**src/rtl/avr_bus_pkg.sv**
```systemverilog
// Shared types and the default C4 memory map for the AVR data-bus router.
package avr_bus_pkg;

  localparam int unsigned MAXCH = 8;
  localparam int unsigned CNT_W = 4;

  typedef enum logic {
    ST_IDLE = 1'b0,
    ST_WAIT = 1'b1
  } state_t;

  typedef struct packed {
    logic [15:0] base;
    logic [15:0] size;
  } win_t;

  localparam win_t VRAM_WIN  = '{base: 16'hB000, size: 16'h2000};
  localparam win_t CRAM_WIN  = '{base: 16'h0000, size: 16'h1000};
  localparam win_t STACK_WIN = '{base: 16'h1000, size: 16'h0800};

  // Channel 0 is the least significant slice
  localparam logic [47:0] DEF_BASE = {STACK_WIN.base, CRAM_WIN.base, VRAM_WIN.base};
  localparam logic [47:0] DEF_SIZE = {STACK_WIN.size, CRAM_WIN.size, VRAM_WIN.size};

endpackage

```
**src/rtl/avr_bus_decode.sv**
```systemverilog
// Combinational priority window decoder: one-hot hit, lowest index wins.
module avr_bus_decode
  import avr_bus_pkg::*;
#(
  parameter int unsigned            CHANNELS = 3,
  parameter int unsigned            AW       = 16,
  parameter logic [AW*CHANNELS-1:0] BASE     = DEF_BASE,
  parameter logic [AW*CHANNELS-1:0] SIZE     = DEF_SIZE
) (
  input  logic [AW-1:0]       addr_i,
  output logic [CHANNELS-1:0] hit_o,
  output logic                hit_v_o
);

  localparam int unsigned NCH = (CHANNELS > MAXCH) ? MAXCH : CHANNELS;

  logic [AW:0] lo;
  logic [AW:0] hi;

  // Compare in AW+1 bits so a window may end exactly at 2^AW
  always_comb begin
    hit_o   = '0;
    hit_v_o = 1'b0;
    lo      = '0;
    hi      = '0;
    for (int unsigned k = 0; k < NCH; k++) begin
      lo = {1'b0, BASE[k*AW +: AW]};
      hi = lo + {1'b0, SIZE[k*AW +: AW]};
      if (!hit_v_o && ({1'b0, addr_i} >= lo) && ({1'b0, addr_i} < hi)) begin
        hit_o[k] = 1'b1;
        hit_v_o  = 1'b1;
      end
    end
  end

endmodule

```
**src/rtl/avr_bus_router.sv**
```systemverilog
// AVR data-bus router: window decode, per-channel wait states, read-return mux
// and a sticky capture of the first unmapped access.
module avr_bus_router
  import avr_bus_pkg::*;
#(
  parameter int unsigned             CHANNELS = 3,
  parameter int unsigned             AW       = 16,
  parameter int unsigned             DW       = 8,
  parameter logic [AW*CHANNELS-1:0]  BASE     = DEF_BASE,
  parameter logic [AW*CHANNELS-1:0]  SIZE     = DEF_SIZE,
  parameter logic [4*CHANNELS-1:0]   WAIT     = '0,
  parameter logic [CHANNELS-1:0]     REG_Q    = '0,
  parameter logic [DW-1:0]           FILL     = '0
) (
  input  logic                   clock,
  input  logic                   reset,
  input  logic [AW-1:0]          address,
  input  logic [DW-1:0]          data_o,
  input  logic                   we,
  input  logic                   read,
  output logic [DW-1:0]          data_i,
  output logic                   ce,
  output logic [AW*CHANNELS-1:0] ch_a,
  output logic [DW-1:0]          ch_d,
  output logic [CHANNELS-1:0]    ch_w,
  output logic [CHANNELS-1:0]    ch_r,
  input  logic [DW*CHANNELS-1:0] ch_q,
  output logic                   err,
  output logic [AW-1:0]          err_addr,
  input  logic                   err_clr
);

  logic [CHANNELS-1:0] hit, act_q, act_d, sel_q, sel_d, ch_w_c, ch_r_c;
  logic                hit_v, access, wr_q, wr_d, hit_regq, ce_c, unmapped;
  logic [CNT_W-1:0]    hit_wait, cnt_q, cnt_d;
  logic [DW-1:0]       hit_data, sel_data;
  state_t              state_q, state_d;
  logic                err_q, err_d;
  logic [AW-1:0]       err_addr_q, err_addr_d;

  avr_bus_decode #(
    .CHANNELS (CHANNELS),
    .AW       (AW),
    .BASE     (BASE),
    .SIZE     (SIZE)
  ) u_decode (
    .addr_i  (address),
    .hit_o   (hit),
    .hit_v_o (hit_v)
  );

  for (genvar k = 0; k < CHANNELS; k++) begin : g_off
    assign ch_a[k*AW +: AW] = address - BASE[k*AW +: AW];
  end

  // Per-channel attributes of the current hit and the registered read source
  always_comb begin
    hit_wait = '0;
    hit_regq = 1'b0;
    hit_data = '0;
    sel_data = '0;
    for (int unsigned k = 0; k < CHANNELS; k++) begin
      if (hit[k]) begin
        hit_wait = WAIT[k*4 +: 4];
        hit_regq = REG_Q[k];
        hit_data = ch_q[k*DW +: DW];
      end
      if (sel_q[k]) begin
        sel_data = ch_q[k*DW +: DW];
      end
    end
  end

  // Next state and strobes; the access completes in the cycle ce is high
  always_comb begin
    access   = we | read;
    state_d  = state_q;
    cnt_d    = cnt_q;
    act_d    = act_q;
    wr_d     = wr_q;
    sel_d    = '0;
    ce_c     = 1'b0;
    ch_w_c   = '0;
    ch_r_c   = '0;
    unmapped = 1'b0;
    if (!reset) begin
      case (state_q)
        ST_IDLE: begin
          ce_c = 1'b1;
          if (access && !hit_v) begin
            unmapped = 1'b1;
          end else if (access && (hit_wait == '0)) begin
            ch_w_c = we ? hit : '0;
            ch_r_c = we ? '0 : hit;
            sel_d  = hit & REG_Q;
          end else if (access) begin
            ce_c    = 1'b0;
            cnt_d   = hit_wait - CNT_W'(1);
            act_d   = hit;
            wr_d    = we;
            ch_r_c  = we ? '0 : hit;
            state_d = ST_WAIT;
          end
        end
        ST_WAIT: begin
          ch_r_c = wr_q ? '0 : act_q;
          if (cnt_q == '0) begin
            ce_c    = 1'b1;
            ch_w_c  = wr_q ? act_q : '0;
            sel_d   = act_q & REG_Q;
            state_d = ST_IDLE;
          end else begin
            cnt_d = cnt_q - CNT_W'(1);
          end
        end
        default: state_d = ST_IDLE;
      endcase
    end
  end

  // A registered-return channel completed last cycle takes precedence
  always_comb begin
    data_i = FILL;
    if (!reset) begin
      if (|sel_q) begin
        data_i = sel_data;
      end else if (hit_v && !hit_regq) begin
        data_i = hit_data;
      end
    end
  end

  // Sticky first-unmapped capture; a new capture beats a simultaneous clear
  always_comb begin
    err_d      = err_q;
    err_addr_d = err_addr_q;
    if (unmapped && (!err_q || err_clr)) begin
      err_d      = 1'b1;
      err_addr_d = address;
    end else if (err_clr) begin
      err_d      = 1'b0;
      err_addr_d = '0;
    end
  end

  always_ff @(posedge clock) begin
    if (reset) begin
      state_q    <= ST_IDLE;
      cnt_q      <= '0;
      act_q      <= '0;
      wr_q       <= 1'b0;
      sel_q      <= '0;
      err_q      <= 1'b0;
      err_addr_q <= '0;
    end else begin
      state_q    <= state_d;
      cnt_q      <= cnt_d;
      act_q      <= act_d;
      wr_q       <= wr_d;
      sel_q      <= sel_d;
      err_q      <= err_d;
      err_addr_q <= err_addr_d;
    end
  end

  assign ce       = ce_c;
  assign ch_w     = ch_w_c;
  assign ch_r     = ch_r_c;
  assign ch_d     = data_o;
  assign err      = err_q;
  assign err_addr = err_addr_q;

endmodule

```
**config.mk**
```make
export PLATFORM = sky130hd
export DESIGN_NAME = avr_bus_router
export DESIGN_NICKNAME = d
export VERILOG_FILES = /design/src/rtl/avr_bus_pkg.sv /design/src/rtl/avr_bus_decode.sv /design/src/rtl/avr_bus_router.sv
export SDC_FILE = /design/constraint.sdc
export NUM_CORES = 1
export LEC_CHECK = 0
export ABC_AREA = 0
export CAP_MARGIN = 25
export CORE_UTILIZATION = 35
export DETAILED_ROUTE_END_ITERATION = 6
export PLACE_DENSITY = 0.87
export SLEW_MARGIN = 20
export SYNTH_ARGS = -nofsm -noshare
export SYNTH_HDL_FRONTEND = slang
export SYNTH_SLANG_ARGS = --single-unit
```
**constraint.sdc**
```tcl
create_clock -name clock -period 6.43 [get_ports clock]
set_input_delay 1.6075 -clock clock [delete_from_list [all_inputs] [get_ports clock]]
set_output_delay 1.6075 -clock clock [all_outputs]
set_load 0.005 [all_outputs]
```
==> metrics.yaml, run 1 <==
run_status:
  status: "finished with violations"
  violations: "DRC"
sta:
  drv_slew: 0
  setup_slack_ns: 0.505
  holdWs_ns: 0.459
  fin_crit_sh_pct: 92.1
  final_hold_viol_count: 0
  final-setup-viol-count: 0
  rsz0062_at_grt: "no"
  fin_worst_skew_ns: 0.000689
  fin_crit_ns: 5.92
  fmax_ghz: 0.169
  max_slew_margin_pct: 55.8
  tightest_slew_ns: 0.662
  tns_ns: 0
synthesis:
  syn_avg_cell_area_um2: 8.31
  ys_types: 30
  synth-main-ff-cell: "dfxtp_1"
  syn-num-nets: 257
  synth-seq-cells: 22
  yosysWarningCount: 0
  synthCells: 200
  synth_edf_count: 0
  seq_area_frac_synth_pct: 26.5
  async_flop_share_pct: 0
  syn_area_mm2: 0.00166
floorplanning:
  rows: 24
  start_util_pct: 37.2
  pin_count: 141
  die_area_mm2: 0.00503
  core_mm2: 0.00447
  die_width_um: 70.9
  dieHeight_um: 70.9
layout:
  drive_gt1_share_pct: 4.40
  regArea_um2: 440
  nets: 331
  areaGrowthSynthToFinish_pct: 57.2
  diodes: 0
  multi_input_area_um2: 767
  nFillCells: 382
  final_area_mm2: 0.00261
drt:
  ant_nets: 0
  avgViaCountPerCell: 4.73
  drt_iter0_markers: 79
  wl_um: 4070
  first_pass_iters: 7
  vias: 1537
  drc_errors: 20
  drt-wirelength-per-cell_um: 12.5
clock_network:
  path_clk_slew_ns: 0.08
  post_cts_buffers: 0
  clockBufferDepth: 2
  cts_buffers: 3
  post_cts_resized: 0
  clock_latency_ns: 0.26
  cts_max_level: 1
  clock_sinks: 22
  cts_hold_buf: 0
  tritoncts: "done"
  cts_root_buffer: "clkbuf_8"
critical_path:
  r2r_end: "err_addr[4]"
  crit_top_cell: "clkdlybuf4s50_1"
  critical_path_class: "in -> out"
  end_kind: "output port"
  cpPeakStageDelay_ns: 0.60
  critPathTopFamily: "buffers and inverters"
  slowest_stage: "clkdlybuf4s50_1"
  path_max_fanout: 7
  worstPathArrival_ns: 4.32
  cp_num_buf_inv: 4
  worstPathRequired_ns: 4.82
  r2r_cells: 4
  cp-start-kind: "input port"
  reg2reg_setup_slack_ns: 4.91
  path_cells: "clkdlybuf4s50_1, inv_1, ha_1, a2111oi_1, buf_4, nor2b_1, a222oi_1, nor2_1, clkdlybuf4s50_1"
  r2r_start: "state_q"
min_path:
  holdPathEnd: "err_addr[1]"
  hold_depth: 2
  min_path_type: "reg -> reg"
  hp-start: "err_addr[1]"
placement:
  gp_congestion: 0.770
  dp_slack_ns: 0.495
  io_buffers: 124
  hpwl_um: 3160
  placed_cell_area_mm2: 0.00256
grt:
  grt_antenna_before_repair: 0
  grt_max_degree: 34
  grt_pass1_vias: 1413
  grt_usage_pct: 15.5
  grt_pass1_wl_um: 6270
  grt-ovfl-total: 0
power:
  power.leakage_nw: 1.04
  power.density_mw_per_mm2: 140
  ir_drop_v: 0.0000638
run:
  max-cap-violations: 0
cell families after synthesis:
kind of cell	Yosys count	share of synthesized area, %
adder cells (fa/ha/maj)	4	3.01
XOR/XNOR	7	3.69
buffers and inverters	64	27.5
AND/OR/NAND/NOR	70	20.8
multiplexers	17	10.5
AO/OA/AOI/OAI	16	7.90
flip-flops	22	26.5
synthesized netlist by cell type (2+ instances only):
master     n  area share, %
ha_1       4            3.0
a211oi_1   2           0.90
buf_4     49             22
dfxtp_1   22             26
xnor2_1    4            2.1
mux2i_1   16            9.6
a21oi_1    3           0.90
inv_1      6            1.4
clkbuf_1   5            1.1
xor2_1     3            1.6
nand2_1   19            4.3
a222oi_1   7            4.2
nand2b_1  18            6.8
nor3_1     2           0.60
buf_6      3            2.0
nor2_1    22            5.0
nor2b_1    2           0.75
sequential cells by signal, indices dropped and copies added, names as in the netlist:
signal    cells
cnt_q         4
err           1
err_addr     16
state_q       1
placed cells by master (no fill, tap or decap), drive strengths merged:
master,count
a222oi,7
o21ai,1
or4,2
a211oi,2
a221oi,1
clkdlybuf4s50,124
clkbuf,4
nor2,22
a21oi,3
ha,4
nand3b,1
nor3,2
a2111oi,1
inv,6
mux2i,16
xnor2,4
nor3b,1
nand2b,18
xor2,3
buf,3
or3,1
and2,1
or3b,1
nand2,19
mux2,1
dfxtp,22
o211ai,1
nor2b,2
final cells by class:
type | instances | share of cell area [%]
Multi-Input combinational cell | 114 | 29.3
Timing Repair Buffer | 127 | 48.3
Tap cell | 52 | 2.49
Sequential cell | 22 | 16.9
Inverter | 6 | 0.862
Clock buffer | 4 | 2.11
power by group:
part / internal, W / leakage [nW] / switching [W]
combinational: 0.0000812 / 0.830 / 0.0000420
sequential: 0.000141 / 0.179 / 0.00000245
clock: 0.0000545 / 0.0288 / 0.0000434
total: 0.000277 / 1.04 / 0.0000878
layer usage:
layer / track usage [%] / vias to the layer above / wire (um)
li1: - / 761 / -
met1: 17.2 / 684 / 1650
met2: 29.6 / 90 / 2050
met3: 1.85 / 2 / 339
met4: 6.22 / 0 / 34
met5: 0 / - / 0
through the flow:
| stage | power [W] | std cells | utilization [%] |
|---|---|---|---|
| floorplan | 0.000210 | 200 | - |
| global placement | 0.000269 | 321 | 57.1 |
| detailed placement | 0.000271 | 321 | 57.1 |
| CTS | 0.000371 | 325 | 58.4 |
| global route | 0.000385 | 325 | 58.4 |
| finish | 0.000365 | 325 | 58.4 |
tightest hold or removal path, delay by kind of cell (launching register included):
kind	cells	cell delay, ns
and+or+nand+nor	1	0.05
muxes	1	0.05
DFF	1	0.31
worst max-delay path by stage:
stage | from | endpoint | slack, ns | depth (start not counted)
global route | address[13] | data_i[3] | 0.28 | 9
global placement | address[13] | data_i[1] | 0.57 | 9
finish | address[13] | data_i[3] | 0.51 | 9
detailed placement | address[13] | data_i[3] | 0.50 | 9
CTS | address[13] | data_i[3] | 0.46 | 9
floorplan | address[13] | data_i[0] | 1.75 | 6
Power figures use the tool's default switching activity.
==> inputs of run 2 (changes only) <==
--- a/config.mk
+++ b/config.mk
@@ -10,6 +10,7 @@
 export CORE_UTILIZATION = 35
 export DETAILED_ROUTE_END_ITERATION = 6
 export PLACE_DENSITY = 0.87
+export REMOVE_ABC_BUFFERS = 1
 export SLEW_MARGIN = 20
 export SYNTH_ARGS = -nofsm -noshare
 export SYNTH_HDL_FRONTEND = slang
==> metrics.yaml, run 2 (same netlist as run 1, synthesis figures left out) <==
min_path:
  min_path_type: "reg -> reg"
  hp-start: "err_addr[2]"
critical_path:
  cp-start-kind: "input port"
  cp_num_buf_inv: 4  # unchanged
  critPathLaunch: "address[13]"
  path_cells: "clkdlybuf4s50_1, inv_1, ha_1, a2111oi_1, buf_4, nor2b_1, a222oi_1, nor2_1, clkdlybuf4s50_1"
  critPathTopFamily: "buffers and inverters"
  end_kind: "output port"
  cpPeakStageDelay_ns: 0.61  # about the same
  critical_path_class: "in -> out"
  worstPathArrival_ns: 4.41  # +0.09 ns
  r2r_start: "state_q"
  slowest_stage: "clkdlybuf4s50_1"
  worstPathRequired_ns: 4.82  # about the same
  path_max_fanout: 7  # unchanged
  crit_top_cell: "clkdlybuf4s50_1"
floorplanning:
  core_mm2: 0.00447  # unchanged
  start_util_pct: 37.2  # unchanged
  pin_count: 141  # unchanged
  die_width_um: 70.9  # unchanged
  die_area_mm2: 0.00503  # unchanged
  rows: 24  # unchanged
  dieHeight_um: 70.9  # unchanged
sta:
  fin_worst_skew_ns: 0.00107  # +0.000380 ns
  drv_slew: 0  # unchanged
  final-setup-viol-count: 0  # unchanged
  holdWs_ns: 0.458  # -0.000339 ns
  tightest_slew_ns: 0.528  # -0.133 ns
  fmax_ghz: 0.166  # -1.6%
  tns_ns: 0  # unchanged
  fin_crit_sh_pct: 93.6  # +1.5 points
  max_slew_margin_pct: 64.7  # +8.8 points
  fin_crit_ns: 6.02  # +0.0963 ns
  final_hold_viol_count: 0  # unchanged
  rsz0062_at_grt: "no"
layout:
  final_cell_mix: "clkdlybuf4s50_1 (124), nor2_1 (22), dfxtp_1 (22)"
  nets: 332  # +0.30%
  layout_commonest_cell: "clkdlybuf4s50_1"
  areaGrowthSynthToFinish_pct: 57.5
  nFillCells: 403  # +5.5%
  drive_gt1_share_pct: 4.38  # -0.016 points
  diodes: 0  # unchanged
  largest_reg_flops: 16  # unchanged
placement:
  hpwl_um: 3380  # +7.1%
  gp_congestion: 0.730  # -5.2%
  io_buffers: 124  # unchanged
drt:
  ant_nets: 0  # unchanged
  first_pass_iters: 6  # -1
  vias: 1582  # +2.9%
  avgViaCountPerCell: 4.85  # +2.6%
  wl_um: 4240  # +4.0%
  drc_errors: 26  # +30%
  drt_iter0_markers: 79  # unchanged
  drt-wirelength-per-cell_um: 13.0  # +3.7%
grt:
  grt_usage_pct: 16.3  # +0.87 points
  grt_antenna_before_repair: 0  # unchanged
  grt-ovfl-total: 0  # unchanged
  grt_pass1_vias: 1531  # +8.4%
  grt_max_degree: 19  # -44%
  grt_pass1_wl_um: 6660  # +6.2%
run_status:
  violations: "DRC"
  status: "finished with violations"
run:
  max-cap-violations: 0  # unchanged
power:
  power.density_mw_per_mm2: 140  # -0.11%
  power.leakage_nw: 1.04  # +0.50%
  ir_drop_v: 0.0000663  # +3.9%
clock_network:
  cts_max_level: 1  # unchanged
  path_clk_slew_ns: 0.08  # about the same
  cts_buffers: 3  # unchanged
  clockBufferDepth: 2  # unchanged
  cts_root_buffer: "clkbuf_8"
  post_cts_resized: 0  # unchanged
  post_cts_buffers: 0  # unchanged
  tritoncts: "done"
  clock_sinks: 22  # unchanged
  cts_hold_buf: 0  # unchanged
  clock_latency_ns: 0.26  # about the same
==> run 2: cell types whose count changed in the layout (fill, tap and decap cells not counted), sizes merged <==
cell  previous run  this run
buf              3         4
==> run 2: metrics by stage <==
| stage | cells | worst slack, ns | area (um2) | total power, W | util (%) |
|---|---|---|---|---|---|
| 4_1_cts | 325 | 0.401 | 2610 | 0.000372 | 58.4 |
| 6_report | 326 | 0.409 | 2620 | 0.000365 | 58.5 |
| 3_5_place_dp | 321 | 0.423 | 2560 | 0.000271 | 57.1 |
| 2_1_floorplan | 142 | 1.75 | 1230 | 0.000178 | - |
| 3_3_place_gp | 321 | 0.564 | 2560 | 0.000270 | 57.1 |
| 5_1_grt | 326 | 0.204 | 2620 | 0.000389 | 58.5 |
==> run 2: where the power goes <==
group	leakage (nW)	switching, W	internal (W)	total, W
combinational	0.836	0.0000419	0.0000815	0.000123
sequential	0.179	0.00000268	0.000141	0.000144
clock	0.0288	0.0000432	0.0000545	0.0000977
==> run 2: layer usage <==
layer	vias to the layer above	GRT usage [%]	share of wire [%]
li1	764	-	-
met5	-	0	0
met3	2	5.13	10
met2	95	31.6	51
met4	0	4.22	0.45
met1	721	16.9	39
==> run 2: cell type report <==
class / count / area [um2] / share of cell area [%]
clock buffers: 4 / 55.1 / 2.10
inverters: 6 / 22.5 / 0.860
repair buffers: 128 / 1270 / 48.5
flip-flops and latches: 22 / 440 / 16.8
well taps: 52 / 65.1 / 2.48
multi-input cells: 114 / 764 / 29.2
==> run 2: final timing paths <==
| kind | to | slack (ns) | cells past startpoint |
|---|---|---|---|
| worst min register to register | err_addr[2] | 0.46 | 2 |
| worst max register to register | err_addr[8] | 4.94 | 4 |
| worst min-delay path | err_addr[2] | 0.46 | 2 |
| worst max-delay path | data_i[4] | 0.41 | 9 |
==> run 2: worst reg2reg max path, delay by kind of cell, from the launching register on <==
kind / cells / cell delay, ns
DFF: 1 / 0.34
and+or+nand+nor: 3 / 0.85
muxes: 1 / 0.18
==> inputs of run 3 (changes only) <==
--- a/config.mk
+++ b/config.mk
@@ -9,6 +9,7 @@
 export CAP_MARGIN = 25
 export CORE_UTILIZATION = 35
 export DETAILED_ROUTE_END_ITERATION = 6
+export GPL_TIMING_DRIVEN = 0
 export PLACE_DENSITY = 0.87
 export REMOVE_ABC_BUFFERS = 1
 export SLEW_MARGIN = 20
==> metrics.yaml, run 3 (same netlist as run 1, synthesis figures left out) <==
critical_path:
  worstPathArrival_ns: 4.49  # +0.08 ns
  r2r_end: "err_addr[13]"
  end_kind: "output port"
  critPathLaunch: "address[13]"
  crit_path_end: "data_i[0]"
  reg2reg_setup_slack_ns: 4.94  # about the same
  cp-start-kind: "input port"
  worstPathRequired_ns: 4.82  # about the same
  r2r_cells: 4  # unchanged
  r2r_start: "state_q"
  path_max_fanout: 7  # unchanged
  critical_path_class: "in -> out"
layout:
  final_cell_mix: "clkdlybuf4s50_1 (123), nor2_1 (22), dfxtp_1 (22)"
  nets: 329  # -0.90%
  utilization_pct: 57.7  # -0.81 points
  largest_reg_flops: 16  # unchanged
  stdcell_count: 322  # -1.2%
  drive_gt1_share_pct: 3.70  # -0.68 points
  areaGrowthSynthToFinish_pct: 55.3
  diodes: 0  # unchanged
  regArea_um2: 440  # unchanged
  layout_commonest_cell: "clkdlybuf4s50_1"
  multi_input_area_um2: 769  # +0.65%
  nFillCells: 407  # +0.99%
drt:
  drc_errors: 26  # unchanged
  wl_um: 4100  # -3.2%
  avgViaCountPerCell: 4.87  # +0.35%
  vias: 1568  # -0.88%
  drt-wirelength-per-cell_um: 12.7  # -2.0%
  drt_iter0_markers: 119  # +51%
  ant_nets: 0  # unchanged
  first_pass_iters: 6  # unchanged
clock_network:
  post_cts_buffers: 0  # unchanged
  tritoncts: "done"
  cts_buffers: 3  # unchanged
  post_cts_resized: 1  # +1
  clockBufferDepth: 2  # unchanged
  clock_sinks: 22  # unchanged
  path_clk_slew_ns: 0.07  # about the same
  cts_root_buffer: "clkbuf_8"
  cts_hold_buf: 0  # unchanged
  clock_latency_ns: 0.25  # about the same
  cts_max_level: 1  # unchanged
floorplanning:
  core_mm2: 0.00447  # unchanged
  rows: 24  # unchanged
  start_util_pct: 37.2  # unchanged
  dieHeight_um: 70.9  # unchanged
  die_width_um: 70.9  # unchanged
  pin_count: 141  # unchanged
  die_area_mm2: 0.00503  # unchanged
placement:
  post-place-cells: 318  # -0.93%
  hpwl_um: 3280  # -2.8%
  io_buffers: 124  # unchanged
  gp_congestion: 0.759  # +3.9%
sta:
  drv_slew: 0  # unchanged
  rsz0062_at_grt: "no"
  fin_worst_skew_ns: 0.00426  # +0.00319 ns
  final_hold_viol_count: 0  # unchanged
  final-setup-viol-count: 0  # unchanged
  max_slew_margin_pct: 44.1  # -21 points
  tightest_slew_ns: 0.836  # +0.308 ns
  fmax_ghz: 0.164  # -1.2%
  fin_crit_sh_pct: 94.8  # +1.2 points
  fin_crit_ns: 6.10  # +0.0753 ns
power:
  ir_drop_v: 0.0000725  # +9.3%
  p_sw_share_pct: 23.8  # -0.19 points
  clkPwrFrac_pct: 22.9  # -3.9 points
  power.leakage_nw: 1.02  # -2.1%
  switchingPower_w: 0.0000826  # -6.0%
  power.density_mw_per_mm2: 134  # -3.9%
  p_int_w: 0.000264  # -5.0%
  p_comb_share_pct: 35.5  # +1.7 points
  seqPwrFrac_pct: 41.6  # +2.1 points
run:
  max-cap-violations: 0  # unchanged
run_status:
  violations: "DRC"
  status: "finished with violations"
grt:
  grt_pass1_vias: 1450  # -5.3%
  grt_usage_pct: 16.0  # -0.38 points
  grt_max_degree: 34  # +15
  grt_antenna_before_repair: 0  # unchanged
  grt_pass1_wl_um: 6420  # -3.5%
  grt-ovfl-total: 0  # unchanged
min_path:
  min_path_type: "reg -> reg"
-- run 3: changes by cell type in the layout (fill, tap and decap cells not counted), sizes merged --
cell	previous run	this run
buf	4	2
clkbuf	4	3
clkdlybuf4s50	124	123
-- run 3: critical path, stage by stage --
cell and delay [ns]:
clkdlybuf4s50_1 0.63, inv_1 0.11, ha_1 0.20, a2111oi_2 0.63
nor2b_1 0.48, a222oi_1 0.16, nor2_1 0.14, clkdlybuf4s50_1 0.52
-- run 3: cell type report --
| class | count | area share, % |
|---|---|---|
| clock buffers | 3 | 1.60 |
| inverters | 6 | 0.872 |
| multi-input cells | 114 | 29.8 |
| flip-flops and latches | 22 | 17.1 |
| well taps | 52 | 2.52 |
| repair buffers | 125 | 48.2 |
-- run 3: routing by layer --
layer	GRT usage [%]	vias to the layer above	share of wire [%]
met4	7.33	0	2.7
met5	0	-	0
met3	4.84	8	11
met1	15.9	691	38
li1	-	756	-
met2	30.2	113	48
-- run 3: how the worst min path moves through the flow --
stage	startpoint	slack, ns	cells after the start	to
2_1_floorplan	err_addr[0]	0.45	2	err_addr[0]
3_3_place_gp	err_addr[5]	0.44	2	err_addr[5]
3_5_place_dp	err_addr[1]	0.45	2	err_addr[1]
4_1_cts	err_addr[1]	0.46	2	err_addr[1]
5_1_grt	err_addr[1]	0.49	2	err_addr[1]
6_report	err_addr[5]	0.46	2	err_addr[5]
-- run 3: power groups by stage --
| stage | logic, W | clock network, W | registers (W) |
|---|---|---|---|
| CTS | 0.000124 | 0.0000832 | 0.000144 |
| detailed placement | 0.000123 | 0 | 0.000147 |
| floorplan | 0.0000300 | 0 | 0.000148 |
| finish | 0.000123 | 0.0000793 | 0.000144 |
| global route | 0.000132 | 0.0000890 | 0.000145 |
| global placement | 0.000121 | 0 | 0.000147 |
-- run 3: per-stage QoR --
step	hold slack (ns)	setup slack [ns]	setup TNS, ns	total power (W)	instance area [um2]
6_report	0.459	0.334	0	0.000346	2580
5_1_grt	0.490	0.123	0	0.000366	2580
4_1_cts	0.462	0.261	0	0.000351	2580
3_5_place_dp	0.451	-0.0197	-0.0197	0.000271	2530
3_3_place_gp	0.444	0.00190	0	0.000268	2530
2_1_floorplan	0.454	1.75	0	0.000178	1230
